===== src/rtl/rom_pwm_pkg.sv =====
// Shared types and helpers for the ROM-driven PWM player.
// Exports: state_e, STEP_MIN, pwm_period().
package rom_pwm_pkg;

  typedef enum logic [2:0] {
    IDLE  = 3'd0,
    PRIME = 3'd1,
    FETCH = 3'd2,
    RUN   = 3'd3,
    DONE  = 3'd4
  } state_e;

  // Smallest number of PWM periods a sample can last.
  localparam int unsigned STEP_MIN = 1;

  // Cycles per PWM period for a given duty width.
  function automatic int unsigned pwm_period(
    input int unsigned dw
  );
    return (32'd1 << dw) - 32'd1;
  endfunction

endpackage


===== src/rtl/rom_pwm_player_core.sv =====
// PWM engine: period counter, duty compare, period pulse, duty register.
// Ports: clk, rst_n, clr, run, load, load_val -> pwm_out, duty,
//        period_done, wrap (last count of the period, combinational).
module pwm_core
  import rom_pwm_pkg::*;
#(
  parameter int DATA_WIDTH = 8
) (
  input  logic                  clk,
  input  logic                  rst_n,
  input  logic                  clr,
  input  logic                  run,
  input  logic                  load,
  input  logic [DATA_WIDTH-1:0] load_val,
  output logic                  pwm_out,
  output logic [DATA_WIDTH-1:0] duty,
  output logic                  period_done,
  output logic                  wrap
);

  localparam logic [DATA_WIDTH-1:0] CNT_MAX =
    DATA_WIDTH'(pwm_period(DATA_WIDTH) - 32'd1);

  logic [DATA_WIDTH-1:0] cnt_q, cnt_d;
  logic [DATA_WIDTH-1:0] duty_q, duty_d;
  logic                  pd_q, pd_d;

  assign wrap = run && (cnt_q == CNT_MAX);

  always_comb begin
    cnt_d  = cnt_q;
    duty_d = duty_q;
    pd_d   = 1'b0;
    if (clr) begin
      cnt_d  = '0;
      duty_d = '0;
    end else begin
      if (run) begin
        cnt_d = wrap ? '0 : cnt_q + 1'b1;
      end
      pd_d = wrap;
      if (load) begin
        duty_d = load_val;
      end
    end
  end

  always_ff @(posedge clk) begin
    if (!rst_n) begin
      cnt_q  <= '0;
      duty_q <= '0;
      pd_q   <= 1'b0;
    end else begin
      cnt_q  <= cnt_d;
      duty_q <= duty_d;
      pd_q   <= pd_d;
    end
  end

  // cnt never exceeds CNT_MAX, so all-ones duty keeps the output high.
  assign pwm_out     = run && (cnt_q < duty_q);
  assign duty        = duty_q;
  assign period_done = pd_q;

endmodule


===== src/rtl/rom_pwm_player.sv =====
// Reads duty samples from a ROM window and plays them as PWM periods.
// Ports: clk, rst_n, enable, start_addr, end_addr, step_div, rom_* ,
//        pwm_out, duty, period_done, done. Option: PWM_ONESHOT_EN.
module rom_pwm_player
  import rom_pwm_pkg::*;
#(
  parameter int DATA_WIDTH    = 8,
  parameter int ADDRESS_WIDTH = 8,
  parameter int STEP_WIDTH    = 16
) (
  input  logic                     clk,
  input  logic                     rst_n,
  input  logic                     enable,
  input  logic [ADDRESS_WIDTH-1:0] start_addr,
  input  logic [ADDRESS_WIDTH-1:0] end_addr,
  input  logic [STEP_WIDTH-1:0]    step_div,
  output logic                     rom_ce,
  output logic                     rom_read_en,
  output logic [ADDRESS_WIDTH-1:0] rom_address,
  input  logic [DATA_WIDTH-1:0]    rom_data,
  output logic                     pwm_out,
  output logic [DATA_WIDTH-1:0]    duty,
  output logic                     period_done,
  output logic                     done
);

  state_e                   state_q, state_d;
  logic [ADDRESS_WIDTH-1:0] addr_q, addr_d;
  logic [ADDRESS_WIDTH-1:0] start_q, start_d;
  logic [DATA_WIDTH-1:0]    shadow_q, shadow_d;
  logic [STEP_WIDTH-1:0]    rep_q, rep_d;
  logic                     running_q, running_d;
`ifdef PWM_ONESHOT_EN
  logic                     last_q, last_d;
`endif

  logic                  core_clr;
  logic                  core_load;
  logic [DATA_WIDTH-1:0] core_val;
  logic                  wrap;
  logic [STEP_WIDTH-1:0] step_eff;
  logic                  advance;

  function automatic logic [ADDRESS_WIDTH-1:0] next_addr(
    input logic [ADDRESS_WIDTH-1:0] a,
    input logic [ADDRESS_WIDTH-1:0] base,
    input logic [ADDRESS_WIDTH-1:0] last
  );
    return (a == last) ? base : a + 1'b1;
  endfunction

  assign step_eff = (step_div == '0) ?
                    STEP_WIDTH'(STEP_MIN) : step_div;
  // >= keeps a shrinking step_div from stretching a sample.
  assign advance  = wrap && (rep_q >= step_eff - 1'b1);

  always_comb begin
    state_d   = state_q;
    addr_d    = addr_q;
    start_d   = start_q;
    shadow_d  = shadow_q;
    rep_d     = rep_q;
    running_d = running_q;
    core_clr  = 1'b0;
    core_load = 1'b0;
    core_val  = shadow_q;
`ifdef PWM_ONESHOT_EN
    last_d    = last_q;
`endif
    if (!enable) begin
      state_d   = IDLE;
      addr_d    = '0;
      start_d   = '0;
      shadow_d  = '0;
      rep_d     = '0;
      running_d = 1'b0;
      core_clr  = 1'b1;
`ifdef PWM_ONESHOT_EN
      last_d    = 1'b0;
`endif
    end else begin
      unique case (state_q)
        IDLE: begin
          state_d = PRIME;
        end
        PRIME: begin
          core_load = 1'b1;
          core_val  = rom_data;
          start_d   = start_addr;
          addr_d    = next_addr(start_addr, start_addr, end_addr);
`ifdef PWM_ONESHOT_EN
          last_d    = (start_addr == end_addr);
`endif
          state_d   = FETCH;
        end
        FETCH: begin
          shadow_d  = rom_data;
          running_d = 1'b1;
          state_d   = RUN;
        end
        RUN: begin
          if (advance) begin
            rep_d = '0;
`ifdef PWM_ONESHOT_EN
            if (last_q) begin
              running_d = 1'b0;
              state_d   = DONE;
            end else begin
              core_load = 1'b1;
              // shadow holds the word fetched from addr_q
              last_d    = (addr_q == end_addr);
              addr_d    = next_addr(addr_q, start_q, end_addr);
              state_d   = FETCH;
            end
`else
            core_load = 1'b1;
            addr_d    = next_addr(addr_q, start_q, end_addr);
            state_d   = FETCH;
`endif
          end else if (wrap) begin
            rep_d = rep_q + 1'b1;
          end
        end
`ifdef PWM_ONESHOT_EN
        DONE: begin
          state_d = DONE;
        end
`endif
        default: begin
          state_d = IDLE;
        end
      endcase
    end
  end

  always_ff @(posedge clk) begin
    if (!rst_n) begin
      state_q   <= IDLE;
      addr_q    <= '0;
      start_q   <= '0;
      shadow_q  <= '0;
      rep_q     <= '0;
      running_q <= 1'b0;
`ifdef PWM_ONESHOT_EN
      last_q    <= 1'b0;
`endif
    end else begin
      state_q   <= state_d;
      addr_q    <= addr_d;
      start_q   <= start_d;
      shadow_q  <= shadow_d;
      rep_q     <= rep_d;
      running_q <= running_d;
`ifdef PWM_ONESHOT_EN
      last_q    <= last_d;
`endif
    end
  end

  pwm_core #(
    .DATA_WIDTH (DATA_WIDTH)
  ) u_core (
    .clk         (clk),
    .rst_n       (rst_n),
    .clr         (core_clr),
    .run         (running_q),
    .load        (core_load),
    .load_val    (core_val),
    .pwm_out     (pwm_out),
    .duty        (duty),
    .period_done (period_done),
    .wrap        (wrap)
  );

  // PRIME addresses start_addr directly; addr_q is not yet loaded.
  assign rom_ce      = (state_q == PRIME) || (state_q == FETCH);
  assign rom_read_en = rom_ce;
  assign rom_address = (state_q == PRIME) ? start_addr : addr_q;

`ifdef PWM_ONESHOT_EN
  assign done = (state_q == DONE);
`else
  assign done = 1'b0;
`endif

endmodule

===== config.mk =====
export PLATFORM = sky130hd
export DESIGN_NAME = rom_pwm_player
export DESIGN_NICKNAME = d
export VERILOG_FILES = /design/src/rtl/rom_pwm_pkg.sv /design/src/rtl/rom_pwm_player_core.sv /design/src/rtl/rom_pwm_player.sv
export SDC_FILE = /design/constraint.sdc
export NUM_CORES = 1
export LEC_CHECK = 0
export BUFFER_PORTS_ARGS = -buffer_cell sky130_fd_sc_hd__buf_2
export CAP_MARGIN = 20
export CORE_MARGIN = 2
export CORE_UTILIZATION = 40
export DETAILED_ROUTE_END_ITERATION = 8
export HOLD_SLACK_MARGIN = 0.05
export PLACE_DENSITY = 0.63
export SYNTH_ARGS = -nofsm -noshare
export SYNTH_HDL_FRONTEND = slang
export SYNTH_SLANG_ARGS = --single-unit

===== constraint.sdc =====
create_clock -name clk -period 3.4 [get_ports clk]
set_clock_uncertainty 0.05 [all_clocks]
set_input_delay 0.34 -clock clk [delete_from_list [all_inputs] [get_ports clk]]
set_output_delay 0.34 -clock clk [all_outputs]
set_load 0.01 [all_outputs]

==> run summary <==
ROUTING
--------------------------------------------------------------------------------------
Wire length per cell                                                           13.1 um
Detailed-route via count                                                          3600
First-pass DRT Iterations                                                            4
Iteration-0 DRC Markers                                                            123
Final routed wirelength across all metal layers                                9250 um
Number of antenna-violating nets in the routed design                                0
Drt drc                                                                              0
Vias per cell                                                                     5.11

PLACEMENT
--------------------------------------------------------------------------------------
Post-detail-place hpwl                                                         6680 um
Count of port buffers added during placement                                        62
Number of cells after detailed placement                                           683
Global placement routability congestion                                          0.851

YOSYS
--------------------------------------------------------------------------------------
Leading area contributor after synthesis                                  sky130_fd_sc_hd__dfxtp_1
Area of the mapped netlist                                                  3950 sq um
Post-synth EDFFs                                                                     0
Average size of a mapped cell                                               8.27 sq um
Number of distinct standard cells referenced by the synthesized netlist             50
Flip-flop and latch count after synthesis                                           60
Share of flip-flops with an asynchronous set or reset                               0%
Most common cell in the synthesized netlist                               sky130_fd_sc_hd__nor2_1
Synthesized instance count                                                         478
Synth Warn #                                                                         0
Area share of the largest cell type after synthesis                              30.4%
Top area cells in the synthesized netlist                                 sky130_fd_sc_hd__dfxtp_1 30%, sky130_fd_sc_hd__ha_1 11%, sky130_fd_sc_hd__mux2i_1 7.3%
Sequential element share of the synthesized area                                 30.4%
Net count of the mapped netlist                                                    555
Most used standard cells in the synthesized netlist                       64 x sky130_fd_sc_hd__nor2_1, 60 x sky130_fd_sc_hd__dfxtp_1, 39 x sky130_fd_sc_hd__nand2_1
Predominant post-synthesis flop cell                                      sky130_fd_sc_hd__dfxtp_1

WORST SETUP PATH
--------------------------------------------------------------------------------------
Data arrival, critical path                                                    3.67 ns
Setup crit start kind                                                     primary input
CP Launch Point                                                            step_div[8]
Req. time, crit path                                                           3.61 ns
Slowest CP cell                                                           sky130_fd_sc_hd__or4_4
Crit path capture type                                                        register
Critical path endpoint                                                    u_core.duty[1]
Slack of the worst reg-to-reg path                                             0.82 ns
End of the worst register-to-register path                                u_core.duty[1]
CP bufs+invs                                                                         3
Maximum fanout along the worst path                                                  8
Kind of critical path                                                     primary input to register
Slowest cell delay on critical path                                            0.54 ns
Reg-to-Reg Start                                                              rep_q[0]
Count of cell instances traversed by the critical path                              19
Cells along the critical path                                             buf_6, or4_4, nor4_4, nand2b_1, nor2_2, a21oi_2, ha_2, nand2_2, nor3_2, xnor2_1, ha_1, o21a_1, a21oi_2, o31ai_2, a211oi_2, buf_4, o21bai_4, clkbuf_16, a211oi_2
Worst Reg2Reg Path Length in Cells                                                  10
Top delay family on crit path                                             compound AO/OA/AOI/OAI gates

WORST HOLD PATH
--------------------------------------------------------------------------------------
Path category of the worst min-delay check                                primary input to register

FLOORPLAN
--------------------------------------------------------------------------------------
Chip Height                                                                     103 um
Area enclosed by the die boundary                                          10700 sq um
Die Span X                                                                      103 um
Initial cell density of the core                                                 40.8%
CORE AREA                                                                   9680 sq um
IO Count                                                                            64
Row Count                                                                           36

FLOW RUN
--------------------------------------------------------------------------------------
Max-cap violations                                                                   0

STA
--------------------------------------------------------------------------------------
Relative slew margins                                                            48.8%
RSZ-0062 raised after global routing                                              true
Worst path setup slack after routing                                        -0.0511 ns
Worst hold-check slack                                                        0.197 ns
Max Clock Freq                                                                 290 MHz
Number of max-slew violations in the final report                                    0
Min cycle time layout                                                          3.45 ns
Final period utilization                                                          102%
Endpoints failing setup                                                             11
Final TNS setup                                                              -0.299 ns
Transition time at the pin with the least slew margin                         0.766 ns
Number of endpoints with negative hold slack in the final report                     0

GRT
--------------------------------------------------------------------------------------
Global router's overall resource usage                                           18.0%
Leftover overflow at the end of global routing                                       0
Antenna violations before repair                                                     0
Via count of the first global-routing pass                                        3560
Maximum number of pins on one net before global-route repair                        24
Global-route wire length before repair                                        15500 um

CLOCK TREE
--------------------------------------------------------------------------------------
Number of buffers added by the clock tree synthesis step                             9
TritonCTS clock tree                                                             built
Library cell used as clock root buffer                                    sky130_fd_sc_hd__clkbuf_8
Sink Count                                                                          60
Total of hold buffers inserted after clock tree synthesis                            0
Clock slew seen by the registers of the worst setup and hold paths             0.07 ns
Clock tree buffer depth                                                              2
Worst-skew pair later-pin latency                                              0.34 ns
Htree depth                                                                          3

POWER AND IR DROP
--------------------------------------------------------------------------------------
Worst IR Drop VDD                                                               337 uV
Total Power                                                                    1.71 mW
Leak pwr                                                                       2.04 nW
Total power divided by cell area                                           333 nW/um^2

STATUS
--------------------------------------------------------------------------------------
Violated checks                                                           negative setup slack
Run status                                                                finished, violations left

FINAL LAYOUT
--------------------------------------------------------------------------------------
Net count, final                                                                   644
Ant. Diodes                                                                          0
Area Overhead vs Synth                                                           29.7%
Fraction of final layout cells with drive strength greater than 1                28.5%
Final Non-Filler Cells                                                             705

timing repair:
item,CTS,global route
setup buffers,1,3
gates resized for setup,1,62
pin swaps,4,19
gates cloned,0,2
setup endpoints to repair,10,34
metrics by stage:
step	utilization, %	setup slack [ns]	instance area [sq um]
after floorplan	-	-0.0299	3980
after global placement	47.4	-0.363	4590
after detailed placement	47.5	-0.508	4600
after CTS	49.9	-0.0152	4840
after global routing	53.0	-0.285	5130
final	53.0	-0.0511	5130
cell type report:
type / instances / area [sq um]
Fill cell: 894 / 4560
Multi-Input combinational cell: 374 / 2800
Sequential cell: 60 / 1200
Timing Repair Buffer: 97 / 656
Tap cell: 133 / 166
Clock buffer: 10 / 128
Inverter: 25 / 93.8
Clock inverter: 6 / 88.8
per-layer routing:
metal / part of all wire, % / track usage [%] / up-vias
met5: 0 / 0 / -
met1: 47 / 22.6 / 1691
li1: - / - / 1833
met3: 3.5 / 3.49 / 12
met2: 48 / 31.1 / 64
met4: 1.5 / 5.97 / 0
cell usage in the layout, fill, tap and decap left out, types with 4 or more instances in the layout:
cell                       synthesis  final
sky130_fd_sc_hd__dfxtp_1          60     60
sky130_fd_sc_hd__buf_2             3     60
sky130_fd_sc_hd__nor2_1           64     45
sky130_fd_sc_hd__nand2_1          39     37
sky130_fd_sc_hd__xor2_1           33     33
sky130_fd_sc_hd__ha_1             34     33
sky130_fd_sc_hd__buf_4             2     29
sky130_fd_sc_hd__mux2i_1          29     28
sky130_fd_sc_hd__inv_1            25     25
sky130_fd_sc_hd__xnor2_1          25     25
sky130_fd_sc_hd__a21oi_1          27     22
sky130_fd_sc_hd__o21ai_0          21     17
sky130_fd_sc_hd__nand3_1          16     16
sky130_fd_sc_hd__nor2_4            0     13
sky130_fd_sc_hd__nand2b_1         10     10
sky130_fd_sc_hd__nand4_1          10     10
sky130_fd_sc_hd__clkbuf_8          0      9
sky130_fd_sc_hd__a211oi_2          1      8
sky130_fd_sc_hd__nor4_1            7      6
sky130_fd_sc_hd__nor2_2            0      6
sky130_fd_sc_hd__a21oi_2           0      5
sky130_fd_sc_hd__and3_1            5      5
sky130_fd_sc_hd__or3_1             4      4
sky130_fd_sc_hd__a211oi_1         11      4
sky130_fd_sc_hd__o21ai_1           1      4
worst min-delay path by stage:
stage	cells past startpoint	from	to	slack [ns]
after global routing	3	rom_data[7]	shadow_q[7]	0.22
after global placement	2	start_q[0]	start_q[0]	0.41
after CTS	3	rom_data[3]	shadow_q[3]	0.19
after floorplan	2	start_q[3]	start_q[3]	0.40
final	3	rom_data[3]	shadow_q[3]	0.20
after detailed placement	2	start_q[1]	start_q[1]	0.41
state kept, by name, indices dropped and copies added (netlist names):
| register | count |
|---|---|
| addr_q | 8 |
| rep_q | 16 |
| running_q | 1 |
| shadow_q | 8 |
| start_q | 8 |
| state_q | 2 |
| u_core.cnt_q | 8 |
| u_core.duty | 8 |
| u_core.period_done | 1 |
kinds of logic (layout without fill, tap and decap cells):
group	count (synthesis)	count (layout)	share of synthesized area, %
compound gates	79	79	12.9
xor+xnor	58	58	12.8
fa+ha+maj	34	34	10.8
buf+inv	44	138	4.84
flops	60	60	30.4
mux	29	29	7.34
other cells	1	1	0.0948
simple gates	173	173	20.9
report_power, final:
group | switching [mW] | internal [mW] | total [mW]
Combinational | 0.140 | 0.127 | 0.267
Sequential | 0.0122 | 0.713 | 0.725
Clock | 0.303 | 0.413 | 0.716
worst min-delay path, cell delays in order:
cell	delay, ns
sky130_fd_sc_hd__buf_2	0.09
sky130_fd_sc_hd__mux2i_1	0.06
sky130_fd_sc_hd__nor2_1	0.07
No activity file was read; power rests on OpenSTA's default activity.
